$ cat src/rtl/exc_pkg.sv
// Shared definitions for the exception/interrupt sequencer: ExcCodes,
// CP0 Status bit positions and the sequencer state encoding.
package exc_pkg;

    localparam logic [4:0] EXC_INT     = 5'd0;
    localparam logic [4:0] EXC_SYSCALL = 5'd8;
    localparam logic [4:0] EXC_BREAK   = 5'd9;
    localparam logic [4:0] EXC_TEQ     = 5'd13;

    localparam int ST_IE          = 0;
    localparam int ST_IM_SYSCALL  = 1;
    localparam int ST_IM_BREAK    = 2;
    localparam int ST_IM_TEQ      = 3;
    localparam int ST_IM_IRQ_BASE = 8;

    typedef enum logic [2:0] {
        S_IDLE     = 3'd0,
        S_ENTER    = 3'd1,
        S_REDIRECT = 3'd2,
        S_HANDLER  = 3'd3,
        S_RETURN   = 3'd4,
        S_RESUME   = 3'd5
    } state_e;

endpackage

$ cat src/rtl/irq_sync_edge.sv
// One interrupt line: multi-stage synchronizer, rising-edge detect and a
// pending latch that holds until the sequencer acknowledges it.
module irq_sync_edge #(
    parameter int SYNC_STAGES = 2
) (
    input  logic clk,
    input  logic rst_n,
    input  logic irq,
    input  logic ack,
    output logic pending
);

    logic [SYNC_STAGES-1:0] sync_r;
    logic                   prev_r;
    logic                   pending_r;
    logic                   rise_s;

    assign rise_s  = sync_r[SYNC_STAGES-1] & ~prev_r;
    assign pending = pending_r;

    // Synchronizer chain, edge history and pending latch; a new edge wins over an ack.
    always_ff @(posedge clk or negedge rst_n) begin
        if (!rst_n) begin
            sync_r    <= '0;
            prev_r    <= 1'b0;
            pending_r <= 1'b0;
        end else begin
            sync_r    <= {sync_r[SYNC_STAGES-2:0], irq};
            prev_r    <= sync_r[SYNC_STAGES-1];
            pending_r <= rise_s | (pending_r & ~ack);
        end
    end

endmodule

$ cat src/rtl/exc_ctrl.sv
// Exception/interrupt sequencer: arbitrates sync exceptions and irqs, drives
// CP0 entry/return strobes and redirects the core PC to the handler and back.
module exc_ctrl
    import exc_pkg::*;
#(
    parameter logic [31:0] HANDLER_ADDR = 32'h0000_0004,
    parameter int          NUM_IRQ      = 3,
    parameter int          SYNC_STAGES  = 2
) (
    input  logic               clk,
    input  logic               rst_n,
    input  logic [31:0]        pc,
    input  logic               syscall,
    input  logic               brk,
    input  logic               teq_exc,
    input  logic               eret,
    input  logic [NUM_IRQ-1:0] irq,
    input  logic [31:0]        status_in,
    input  logic [31:0]        epc_in,
    output logic               cp0_exc,
    output logic [4:0]         cp0_exc_code,
    output logic [31:0]        cp0_epc,
    output logic               cp0_eret,
    output logic               pc_redirect,
    output logic [31:0]        pc_target,
    output logic               stall,
    output logic [NUM_IRQ-1:0] irq_ack,
    output logic               in_handler
);

    state_e               state_r, next_state_s;
    logic [NUM_IRQ-1:0]   pending_s;
    logic                 ev_s;
    logic [4:0]           ev_code_s;
    logic [NUM_IRQ-1:0]   ev_ack_s;
    logic                 unused_status_s;

    logic                 cp0_exc_d, cp0_eret_d, pc_redirect_d, stall_d, in_handler_d;
    logic [4:0]           cp0_exc_code_d;
    logic [31:0]          cp0_epc_d, pc_target_d;
    logic [NUM_IRQ-1:0]   irq_ack_d;

    logic                 cp0_exc_r, cp0_eret_r, pc_redirect_r, stall_r, in_handler_r;
    logic [4:0]           cp0_exc_code_r;
    logic [31:0]          cp0_epc_r, pc_target_r;
    logic [NUM_IRQ-1:0]   irq_ack_r;

    assign unused_status_s = ^status_in;

    for (genvar i = 0; i < NUM_IRQ; i++) begin : g_irq
        irq_sync_edge #(.SYNC_STAGES(SYNC_STAGES)) u_sync (
            .clk     (clk),
            .rst_n   (rst_n),
            .irq     (irq[i]),
            .ack     (irq_ack_r[i]),
            .pending (pending_s[i])
        );
    end

    // Event arbitration; the descending irq loop leaves the lowest index as the winner.
    always_comb begin
        ev_s      = 1'b0;
        ev_code_s = EXC_INT;
        ev_ack_s  = '0;
        if (status_in[ST_IE]) begin
            if (teq_exc && status_in[ST_IM_TEQ]) begin
                ev_s      = 1'b1;
                ev_code_s = EXC_TEQ;
            end else if (brk && status_in[ST_IM_BREAK]) begin
                ev_s      = 1'b1;
                ev_code_s = EXC_BREAK;
            end else if (syscall && status_in[ST_IM_SYSCALL]) begin
                ev_s      = 1'b1;
                ev_code_s = EXC_SYSCALL;
            end else begin
                for (int i = NUM_IRQ - 1; i >= 0; i--) begin
                    if (pending_s[i] && status_in[ST_IM_IRQ_BASE + i]) begin
                        ev_s      = 1'b1;
                        ev_code_s = EXC_INT;
                        ev_ack_s  = NUM_IRQ'(1) << i;
                    end else begin
                        ev_s      = ev_s;
                    end
                end
            end
        end else begin
            ev_s = 1'b0;
        end
    end

    // State register.
    always_ff @(posedge clk or negedge rst_n) begin
        if (!rst_n) begin
            state_r <= S_IDLE;
        end else begin
            state_r <= next_state_s;
        end
    end

    // Next-state logic; an accepted event takes precedence over eret in IDLE.
    always_comb begin
        next_state_s = S_IDLE;
        case (state_r)
            S_IDLE: begin
                if (ev_s) begin
                    next_state_s = S_ENTER;
                end else if (eret) begin
                    next_state_s = S_RETURN;
                end else begin
                    next_state_s = S_IDLE;
                end
            end
            S_ENTER:    next_state_s = S_REDIRECT;
            S_REDIRECT: next_state_s = S_HANDLER;
            S_HANDLER: begin
                if (eret) begin
                    next_state_s = S_RETURN;
                end else begin
                    next_state_s = S_HANDLER;
                end
            end
            S_RETURN:   next_state_s = S_RESUME;
            S_RESUME:   next_state_s = S_IDLE;
            default:    next_state_s = S_IDLE;
        endcase
    end

    // Output decode from the upcoming state, so each register lines up with its state.
    always_comb begin
        cp0_exc_d      = 1'b0;
        cp0_exc_code_d = 5'd0;
        cp0_epc_d      = 32'h0000_0000;
        cp0_eret_d     = 1'b0;
        pc_redirect_d  = 1'b0;
        pc_target_d    = 32'h0000_0000;
        stall_d        = 1'b0;
        irq_ack_d      = '0;
        in_handler_d   = 1'b0;
        case (next_state_s)
            S_ENTER: begin
                cp0_exc_d      = 1'b1;
                cp0_exc_code_d = ev_code_s;
                cp0_epc_d      = pc;
                stall_d        = 1'b1;
                irq_ack_d      = ev_ack_s;
                in_handler_d   = 1'b1;
            end
            S_REDIRECT: begin
                pc_redirect_d = 1'b1;
                pc_target_d   = HANDLER_ADDR;
                in_handler_d  = 1'b1;
            end
            S_HANDLER: in_handler_d = 1'b1;
            S_RETURN: begin
                cp0_eret_d   = 1'b1;
                stall_d      = 1'b1;
                in_handler_d = 1'b1;
            end
            S_RESUME: begin
                pc_redirect_d = 1'b1;
                pc_target_d   = epc_in;
                in_handler_d  = 1'b1;
            end
            S_IDLE:  in_handler_d = 1'b0;
            default: in_handler_d = 1'b0;
        endcase
    end

    // Output registers.
    always_ff @(posedge clk or negedge rst_n) begin
        if (!rst_n) begin
            cp0_exc_r      <= 1'b0;
            cp0_exc_code_r <= 5'd0;
            cp0_epc_r      <= 32'h0000_0000;
            cp0_eret_r     <= 1'b0;
            pc_redirect_r  <= 1'b0;
            pc_target_r    <= 32'h0000_0000;
            stall_r        <= 1'b0;
            irq_ack_r      <= '0;
            in_handler_r   <= 1'b0;
        end else begin
            cp0_exc_r      <= cp0_exc_d;
            cp0_exc_code_r <= cp0_exc_code_d;
            cp0_epc_r      <= cp0_epc_d;
            cp0_eret_r     <= cp0_eret_d;
            pc_redirect_r  <= pc_redirect_d;
            pc_target_r    <= pc_target_d;
            stall_r        <= stall_d;
            irq_ack_r      <= irq_ack_d;
            in_handler_r   <= in_handler_d;
        end
    end

    assign cp0_exc      = cp0_exc_r;
    assign cp0_exc_code = cp0_exc_code_r;
    assign cp0_epc      = cp0_epc_r;
    assign cp0_eret     = cp0_eret_r;
    assign pc_redirect  = pc_redirect_r;
    assign pc_target    = pc_target_r;
    assign stall        = stall_r;
    assign irq_ack      = irq_ack_r;
    assign in_handler   = in_handler_r;

endmodule

$ cat config.mk
export PLATFORM = sky130hd
export DESIGN_NAME = exc_ctrl
export DESIGN_NICKNAME = d
export VERILOG_FILES = /design/src/rtl/exc_pkg.sv /design/src/rtl/irq_sync_edge.sv /design/src/rtl/exc_ctrl.sv
export SDC_FILE = /design/constraint.sdc
export NUM_CORES = 1
export LEC_CHECK = 0
export CORE_MARGIN = 2
export CORE_UTILIZATION = 35
export CTS_CLUSTER_SIZE = 20
export DETAILED_ROUTE_END_ITERATION = 10
export GPL_ROUTABILITY_DRIVEN = 0
export HOLD_SLACK_MARGIN = 0.12
export PLACE_DENSITY_LB_ADDON = 0.25
export SLEW_MARGIN = 10
export SYNTH_ARGS = -nofsm -noshare
export SYNTH_HDL_FRONTEND = slang
export SYNTH_SLANG_ARGS = --single-unit
export TNS_END_PERCENT = 10
$ cat constraint.sdc
create_clock -name clk -period 2.6 [get_ports clk]
set_clock_uncertainty 0.2 [all_clocks]
set_input_delay 0.52 -clock clk [delete_from_list [all_inputs] [get_ports clk]]
set_output_delay 0.52 -clock clk [all_outputs]
set_load 0.005 [all_outputs]
### After elaboration in Yosys (flattened, before gate mapping)

Index checks and enable logic that the tools add are counted.

| storage, ports and cells | value |
|---|---|
| bits in registers | 92 |
| output and inout port bits | 77 |
| logic and storage cells | 84 |

| operators by class | value |
|---|---|
| equal/unequal tests | 9 |
| mux-type cells | 31 |
| bitwise operators | 15 |
| reduce and logical (&&, ||, !) cells | 10 |

Operators by type and width:

| cell | number |
|---|---|
| $pmux W32 S2 | 1 |
| $mux W3 | 11 |
| $mux W32 | 1 |
| $pmux W3 S5 | 1 |
| $eq A3 B2 Y1 const B | 4 |
| $mux W1 | 12 |
| $mux W4 | 3 |
| $mux W5 | 2 |
| $eq A3 B3 Y1 const B | 3 |
| $and A1 B1 Y1 | 6 |
| $eq A3 B1 Y1 const B | 2 |
| $logic_and A1 B1 Y1 | 6 |
| $not A1 Y1 | 6 |
| $reduce_or A5 Y1 | 1 |
| $reduce_or A2 Y1 | 2 |
| $logic_not A3 Y1 | 1 |
| $or A1 B1 Y1 | 3 |

### Depth between registers and ports, before layout

Gate-level depths: netlist (run 1).

| logic depth | value |
|---|---|
| depth in word-level cells | 13 |
| depth in mapped cells | 5 |

### Hierarchy

From an unflattened synthesis (run 1), not the netlist that was laid out.

| unflattened totals | value |
|---|---|
| cells, all modules | 217 |
| area total of the unflattened synthesis | 3150.5 µm² |

Modules (own cells, without submodules):

| module | times used | cells an instance | area an instance (µm²) | seq. area each (µm²) |
|---|---|---|---|---|
| exc_ctrl | 1 | 196 | 2790.2 | 1951.9 |
| irq_sync_edge | 3 | 7 | 120.1 | 100.1 |

### Least setup slack after synthesis (run 1)

OpenSTA, ideal clock, no wires.

| timing | value |
|---|---|
| path kind | input to register |
| from | input port syscall |
| to | register cp0_epc_r[10] (netlist: cp0_epc[10]) |
| arrival time | 1.728 ns |
| required time | 2.283 ns |
| slack | 0.555 ns |
| stages | 4 |
| buffers on the path | 1 |
| cells stage by stage | a222oi_1 > a31oi_4 > buf_6 > and2_4 |

| between the ends | value |
|---|---|
| cells in the longest elaborated chain, start to end | 9 |

Ends and longest elaborated chain:

| item | RTL line | RTL |
|---|---|---|
| from (decl) | exc_ctrl.sv:13 | `input logic syscall,` |
| $logic_and A1 B1 Y1 | exc_ctrl.sv:72 | `end else if (syscall && status_in[ST_IM_SYSCALL]) begin` |
| $mux W1 | exc_ctrl.sv:72 |  |
| $mux W1 | exc_ctrl.sv:69 | `end else if (brk && status_in[ST_IM_BREAK]) begin` |
| $mux W1 | exc_ctrl.sv:66 | `if (teq_exc && status_in[ST_IM_TEQ]) begin` |
| $mux W1 | exc_ctrl.sv:65 | `if (status_in[ST_IE]) begin` |
| $mux W3 | exc_ctrl.sv:105 | `if (ev_s) begin` |
| $pmux W3 S5 | exc_ctrl.sv:103 | `case (state_r)` |
| $eq A3 B1 Y1 | exc_ctrl.sv:139 | `case (next_state_s)` |
| $mux W32 | exc_ctrl.sv:139 |  |
| net cp0_epc_d[10] | exc_ctrl.sv:40 | `logic [31:0] cp0_epc_d, pc_target_d;` |
| to (signal assigned) | exc_ctrl.sv:184 | `cp0_epc_r <= cp0_epc_d;` |
| to (decl) | exc_ctrl.sv:45 | `logic [31:0] cp0_epc_r, pc_target_r;` |

The timed path passes the listed nets, and every way through them passes these cells.

### Worst setup path in the final report (run 1)

| timing | value |
|---|---|
| from | input port status_in[0] |
| to | register cp0_exc_code_r[2] (netlist: cp0_exc_code[2]) |

| between the ends | value |
|---|---|
| cells in the longest elaborated chain, start to end | 5 |

Ends and longest elaborated chain:

| item | RTL line | RTL |
|---|---|---|
| from (decl) | exc_ctrl.sv:18 | `input logic [31:0] status_in,` |
| $mux W1 | exc_ctrl.sv:65 |  |
| $mux W3 | exc_ctrl.sv:105 |  |
| $pmux W3 S5 | exc_ctrl.sv:103 |  |
| $eq A3 B1 Y1 | exc_ctrl.sv:139 |  |
| $mux W5 (*) | exc_ctrl.sv:139 |  |
| net cp0_exc_code_d[2] | exc_ctrl.sv:39 | `logic [4:0] cp0_exc_code_d;` |
| to (signal assigned) | exc_ctrl.sv:183 | `cp0_exc_code_r <= cp0_exc_code_d;` |
| to (decl) | exc_ctrl.sv:44 | `logic [4:0] cp0_exc_code_r;` |

Mark *: on every way through the listed nets, which the timed path passes. The rest lies on a longest branch.

==> results of run 1 <==
-- cells in the final DEF, fill, tap and decap left out, types with 2 or more instances in the layout --
cell	count
dfrtp_1	90
clkinvlp_4	2
nand3_1	2
buf_4	7
nor2_1	6
nand2_1	2
a21oi_1	2
nand2b_1	4
and2_4	29
inv_1	8
conb_1	2
o22ai_1	3
and2_2	3
clkbuf_8	10
clkdlybuf4s50_1	153
a22oi_1	4
and3_1	31
and2_1	2
-- worst reg2reg max path, cell delays in order, from the launching register on --
cell and delay (ns):
dfrtp_1 0.48, or4b_4 0.58, a31oi_4 0.20, buf_12 0.21, and3_2 0.21
-- stage by stage --
step           hold slack [ns]  instances  setup WS [ns]
3_3_place_gp             0.134        473          0.168
4_1_cts                  0.161        490          0.540
6_report                 0.159        490          0.532
5_1_grt                  0.168        490          0.499
2_1_floorplan           0.0244        220          0.555
3_5_place_dp             0.138        473          0.156
-- Yosys cell counts, drive strengths merged (2+ instances only) --
master,count,area (µm²)
a22oi,4,30.0
a21oi,2,10.0
and2,34,289
clkbuf,7,26.3
o22ai,3,18.8
buf,9,82.6
dfrtp,90,2250
a31oi,2,27.5
inv,8,30.0
and3,32,201
nand2b,4,25.0
nor2,7,26.3
nand3,2,10.0
nand2,2,7.51
-- power by group through the flow --
stage	combinational, mW	sequential (mW)	clock [mW]
6_report	0.966	1.67	0.860
5_1_grt	1.06	1.70	0.942
4_1_cts	0.989	1.68	0.896
3_5_place_dp	0.984	1.71	0
3_3_place_gp	0.966	1.69	0
2_1_floorplan	0.428	1.70	0
-- timing repair --
action,CTS,global route
hold buffers,1,0
setup buffers,0,0
endpoints found under the setup margin,0,0
hold endpoints to repair,51,0
-- per-layer routing --
metal  vias to the layer above  GRT usage [%]
met5                         -              0
met4                         0           5.37
met3                        10           5.39
met2                       105           23.8
met1                      1037           17.8
li1                       1028              -
-- registers in the layout, indices dropped and copies added, names as in the netlist --
| register | flops |
|---|---|
| cp0_exc | 1 |
| g_irq.u_sync.prev_r | 3 |
| irq_ack | 3 |
| cp0_exc_code | 3 |
| state_r | 3 |
| pc_target | 32 |
| in_handler | 1 |
| cp0_eret | 1 |
| stall | 1 |
| cp0_epc | 32 |
| g_irq.u_sync.pending | 3 |
| pc_redirect | 1 |
| g_irq.u_sync.sync_r | 6 |
-- final cells by class --
class / instances / area, µm² / area share, %
clock buffer: 11 / 141 / 2.85
clock inverter: 5 / 37.5 / 0.756
inverter: 8 / 30.0 / 0.605
multi-input combinational: 106 / 757 / 15.2
sequential: 90 / 2250 / 45.3
tap: 108 / 135 / 2.72
timing repair buffer: 162 / 1610 / 32.5
-- cell families (layout without fill, tap and decap cells) --
kind of cell,count (synthesis),in the layout,share of synthesized area [%]
flip-flops,90,90,71.7
AND/OR/NAND/NOR,86,86,19.1
AO/OA/AOI/OAI,18,18,4.66
other,1,2,0.119
buffers and inverters,24,186,4.42
-- worst paths after layout --
check | to | slack [ns] | cells after the start
max | cp0_exc_code[2] | 0.53 | 5
min | g_irq[0].u_sync.sync_r[1] | 0.16 | 0
max reg2reg | cp0_exc_code[2] | 0.67 | 4
min reg2reg | g_irq[0].u_sync.sync_r[1] | 0.16 | 0
max in group asynchronous | pc_target[11] | 0.96 | 3
min in group asynchronous | cp0_epc[29] | 0.53 | 2
==> flow_summary.ini, run 1 <==
[clocking]
cts.reportedPaths.clkPinSlew_ns = 0.09
htreeDepth = 3
tritoncts_num_sinks = 90
cts.root.buffer_cell = clkbuf_8
cts_resized = 0
cts-buffers-inserted = 9
clock_tree_from_tritoncts = done
clock_path_buffers = 2
clkLatencyLatePin_ns = 0.35

[power_and_ir_drop]
pwr-share-clk_pct = 24.6
total_power_mw = 3.50
worst_ir_drop_vdd_mv = 0.361
power-per-cell-area_nw_per_um2 = 704
internal_power_mw = 2.54
leakage_nw = 2.37
combinationalPowerShare_pct = 27.6
power.share.switching_pct = 27.3
power.switching_mw = 0.956
seq_power_share_pct = 47.8

[die]
floorplan.initialDensity_pct = 36.0
num_rows = 34
die_w_um = 98.7
i_o_pin_count = 182
dieArea_um2 = 9750
die_height_um = 98.7
core-area_um2 = 8720

[sta]
final_layout_setup_total_negative_slack_ns = 0
setup_viol_count_final = 0
max_clock_freq_ghz = 0.484
worst-slew-pin-transition_ns = 0.650
setup_repair_after_global_routing_missed_its_margin = no
period_minus_slack_ns = 2.07
hold_viol_final = 0
report.final.slew_viol_count = 0
finalCritPeriodShare_pct = 79.5
timing.max_slew.rel_slack_pct = 56.7

[synth]
syn-mean-instance-area_um2 = 14.3
synthesis.yosys.warnings = 0
synth_ff_type = dfrtp_1
ys_async_sr_fraction_pct = 100
synth_area_um2 = 3140
synth.lib_cells_used.distinct = 32
synth_edf_count = 0
synth_cells = 219
ys_seq_elements = 90
seq_area_frac_synth_pct = 71.7

[worst_setup_path]
critical_path_peak_fanout = 34
worstPathCellList = clkdlybuf4s50_1, or4b_4, a31oi_4, buf_12, and3_2
critical_path.reg2reg.startpoint = state_r[0]
setup.worst_path.start = status_in[0]
critical_path.max_stage_delay_ns = 0.51
cp.arrival_ns = 2.16
critPathTopFamily = buffers and inverters
critPathBufInv = 2
path_class = in -> reg
critPathLaunchType = input pin
cp_data_required_time_ns = 2.69
timing.critical_path.to_type = flop
critPathSlowestCell = clkdlybuf4s50_1

[route]
detail_route.wirelength_um = 7010
first_pass_drt_iterations = 4
drt-initial-drc-count = 48
met3WireLength_um = 601
antenna_violating_nets_post_route = 0
drcViolationCount = 0
detailed_route_wire_length_per_cell_um = 14.3
routed_via_density = 4.45
num_vias = 2180
dr_wl_met2_um = 3390
dr.max_layer_used = met4
drt-met1-wl_um = 2920

[min_path]
hp-start = g_irq[0].u_sync.sync_r[0]
hold_path_class = reg -> reg

[finish]
antenna_cells = 0
finalNetCount = 482
final.fill_count = 722
postLayoutCellArea_um2 = 4970
drive_above_1_share_pct = 15.7
area_delta_synth_final_pct = 58.1
fin_util_pct = 57.0

[global_route]
grt_first_pass_wirelength_um = 11000
first_global_vias = 2279
grt_start_max_net_pins = 55
grt_antenna_before_repair = 0
overall_global_routing_resource_usage_pct = 14.6
globalRoute.totalOverflow = 0

[place]
postPlaceCellArea_um2 = 4780
buffer_ports.inserted = 154
detailed_place_hpwl_um = 5090

[flow_run]
max_cap_viol_count = 0

[outcome]
status = complete, no violations
(Power assumes the default switching activity.)
==> inputs of run 2 (changes only) <==
==> constraint.sdc (replaced) <==
create_clock -name clk -period 2 [get_ports clk]
set_clock_uncertainty 0.2 [all_clocks]
set_input_delay 0.4 -clock clk [delete_from_list [all_inputs] [get_ports clk]]
set_output_delay 0.4 -clock clk [all_outputs]
set_load 0.005 [all_outputs]
==> run 2 against run 1 <==
  * Hold slack lost 0.0070 ns
  * Design area rose by 3.0%
  * Setup slack lost 0.46 ns
  * Power is 42% higher
  * Sequential share of layout area decreased by 1.3 points
  * Die area is the same
  * Critical path depth unchanged
  * Sequential cell count unchanged
  * Utilization increased by 1.7 points
  * First-iteration DRC count decreased by 48%
  * Via count rose by 2.7%
==> flow_summary.ini, run 2 (synthesis gave the netlist of run 1 again) <==
[clocking]
tritoncts_num_sinks = 90
cts-buffers-inserted = 9
clock_tree_from_tritoncts = done
cts_setup_buffers = 0
cts_resized = 0
postCtsHoldBufs = 1
clkLatencyLatePin_ns = 0.34
cts.reportedPaths.clkPinSlew_ns = 0.08
htreeDepth = 3
cts.root.buffer_cell = clkbuf_8
clock_path_buffers = 2

[finish]
finalNetCount = 490
area_delta_synth_final_pct = 62.9
layout_common_cells = clkdlybuf4s50_1, dfrtp_1, and3_1
seqCellArea_um2 = 2250
final-instance-count-excl-fill = 498
drive_above_1_share_pct = 17.2
fin_util_pct = 58.7
layout_commonest_cell = clkdlybuf4s50_1
final.fill_count = 717
antenna_cells = 0
multi_input_comb_area_um2 = 757

[sta]
report.final.slew_viol_count = 0
hold_viol_final = 0
post-route-worst-setup-slack_ns = 0.0766
finalCritPeriodShare_pct = 96.2
final_layout_setup_total_negative_slack_ns = 0
max_clock_freq_ghz = 0.520
setup_repair_after_global_routing_missed_its_margin = no
period_minus_slack_ns = 1.92
setup_viol_count_final = 0

[power_and_ir_drop]
power.switching_mw = 1.23
pwr-share-clk_pct = 29.6
power-per-cell-area_nw_per_um2 = 970
seq_power_share_pct = 43.0
total_power_mw = 4.96
leakage_nw = 2.46
combinationalPowerShare_pct = 27.4
worst_ir_drop_vdd_mv = 0.691
internal_power_mw = 3.73
power.share.switching_pct = 24.8

[die]
num_rows = 34
core-area_um2 = 8720
dieArea_um2 = 9750
floorplan.initialDensity_pct = 36.0
die_height_um = 98.7
i_o_pin_count = 182
die_w_um = 98.7

[worst_setup_path]
ff2ff_setup_slack_ns = 0.19
cp.arrival_ns = 2.00
critical_path.reg2reg.startpoint = state_r[2]
path_class = in -> reg
critPathLaunchType = input pin
worst-path-stages = 5
critPathCapture = cp0_epc[30]
critPathSlowestCell = clkdlybuf4s50_1
worstPathCellList = clkdlybuf4s50_1, or4b_4, a31oi_4, buf_12, and2_4
timing.critical_path.to_type = flop
cp_data_required_time_ns = 2.08
r2r-end = cp0_epc[30]
critPathBufInv = 2
critical_path_peak_fanout = 33
worst_reg2reg_path_length_in_cells = 4
critical_path.max_stage_delay_ns = 0.50
critPathTopFamily = buffers and inverters
setup.worst_path.start = status_in[0]

[place]
pre_cts_slack_ns = -0.286
placed_cells = 481
detailed_place_hpwl_um = 5080
buffer_ports.inserted = 154

[global_route]
globalRoute.totalOverflow = 0
overall_global_routing_resource_usage_pct = 14.9
first_global_vias = 2271
grt_first_pass_wirelength_um = 11400
grt_start_max_net_pins = 43
grt_antenna_before_repair = 0

[min_path]
hold_path_class = reg -> reg

[flow_run]
max_cap_viol_count = 0

[outcome]
status = complete, no violations

[route]
num_vias = 2238
detailed_route_wire_length_per_cell_um = 14.2
drcViolationCount = 0
routed_via_density = 4.49
drt-initial-drc-count = 25
antenna_violating_nets_post_route = 0
first_pass_drt_iterations = 4
detail_route.wirelength_um = 7060
## run 2: cell count changes in the layout (fill, tap and decap cells not counted)
cell        delta
bufinv_16      +3
clkbuf_1       +1
buf_12         +2
buf_4          +6
clkinv_2       -1
inv_6          -1
clkinvlp_4     -2
## run 2: metrics by stage
step	cell area, µm²	hold slack [ns]
after global routing	5120	0.157
after global placement	4860	0.133
after CTS	5120	0.155
final	5120	0.152
after floorplan	3150	-0.0956
after detailed placement	4860	0.135
## run 2: layout make-up
class / count / area share [%]
multi-input cells: 106 / 14.8
repair buffers: 170 / 33.2
flip-flops and latches: 90 / 44.0
inverters: 8 / 0.587
clock inverters: 4 / 1.93
well taps: 108 / 2.64
clock buffers: 12 / 2.84
## run 2: layer usage
layer / part of all wire (%) / global-route usage [%] / vias to the layer above
met3: 8.8 / 5.67 / 10
met1: 43 / 18.7 / 1074
met5: 0 / 0 / -
met2: 47 / 23.5 / 110
li1: - / - / 1044
met4: 1.4 / 5.48 / 0
## run 2: worst reg2reg max path: stages (launching register included)
cell	delay, ns
dfrtp_1	0.39
or4b_4	0.56
a31oi_4	0.23
buf_12	0.22
and2_4	0.16
## run 2: power groups by stage
| stage | clock network, mW | registers, mW | logic [mW] |
|---|---|---|---|
| 2_1_floorplan | 0 | 2.21 | 0.556 |
| 3_3_place_gp | 0 | 2.16 | 1.36 |
| 6_report | 1.47 | 2.13 | 1.36 |
| 3_5_place_dp | 0 | 2.17 | 1.38 |
| 5_1_grt | 1.59 | 2.16 | 1.49 |
| 4_1_cts | 1.53 | 2.14 | 1.38 |
## run 2: worst min-delay path by stage
stage,startpoint,endpoint,slack (ns),cells after the start
floorplan,rst_n,cp0_epc[0],-0.1,0
global placement,g_irq[0].u_sync.sync_r[0],g_irq[0].u_sync.sync_r[1],0.13,0
detailed placement,g_irq[1].u_sync.sync_r[0],g_irq[1].u_sync.sync_r[1],0.13,0
CTS,g_irq[1].u_sync.sync_r[0],g_irq[1].u_sync.sync_r[1],0.15,0
global route,g_irq[2].u_sync.sync_r[0],g_irq[2].u_sync.sync_r[1],0.16,0
finish,g_irq[2].u_sync.sync_r[0],g_irq[2].u_sync.sync_r[1],0.15,0
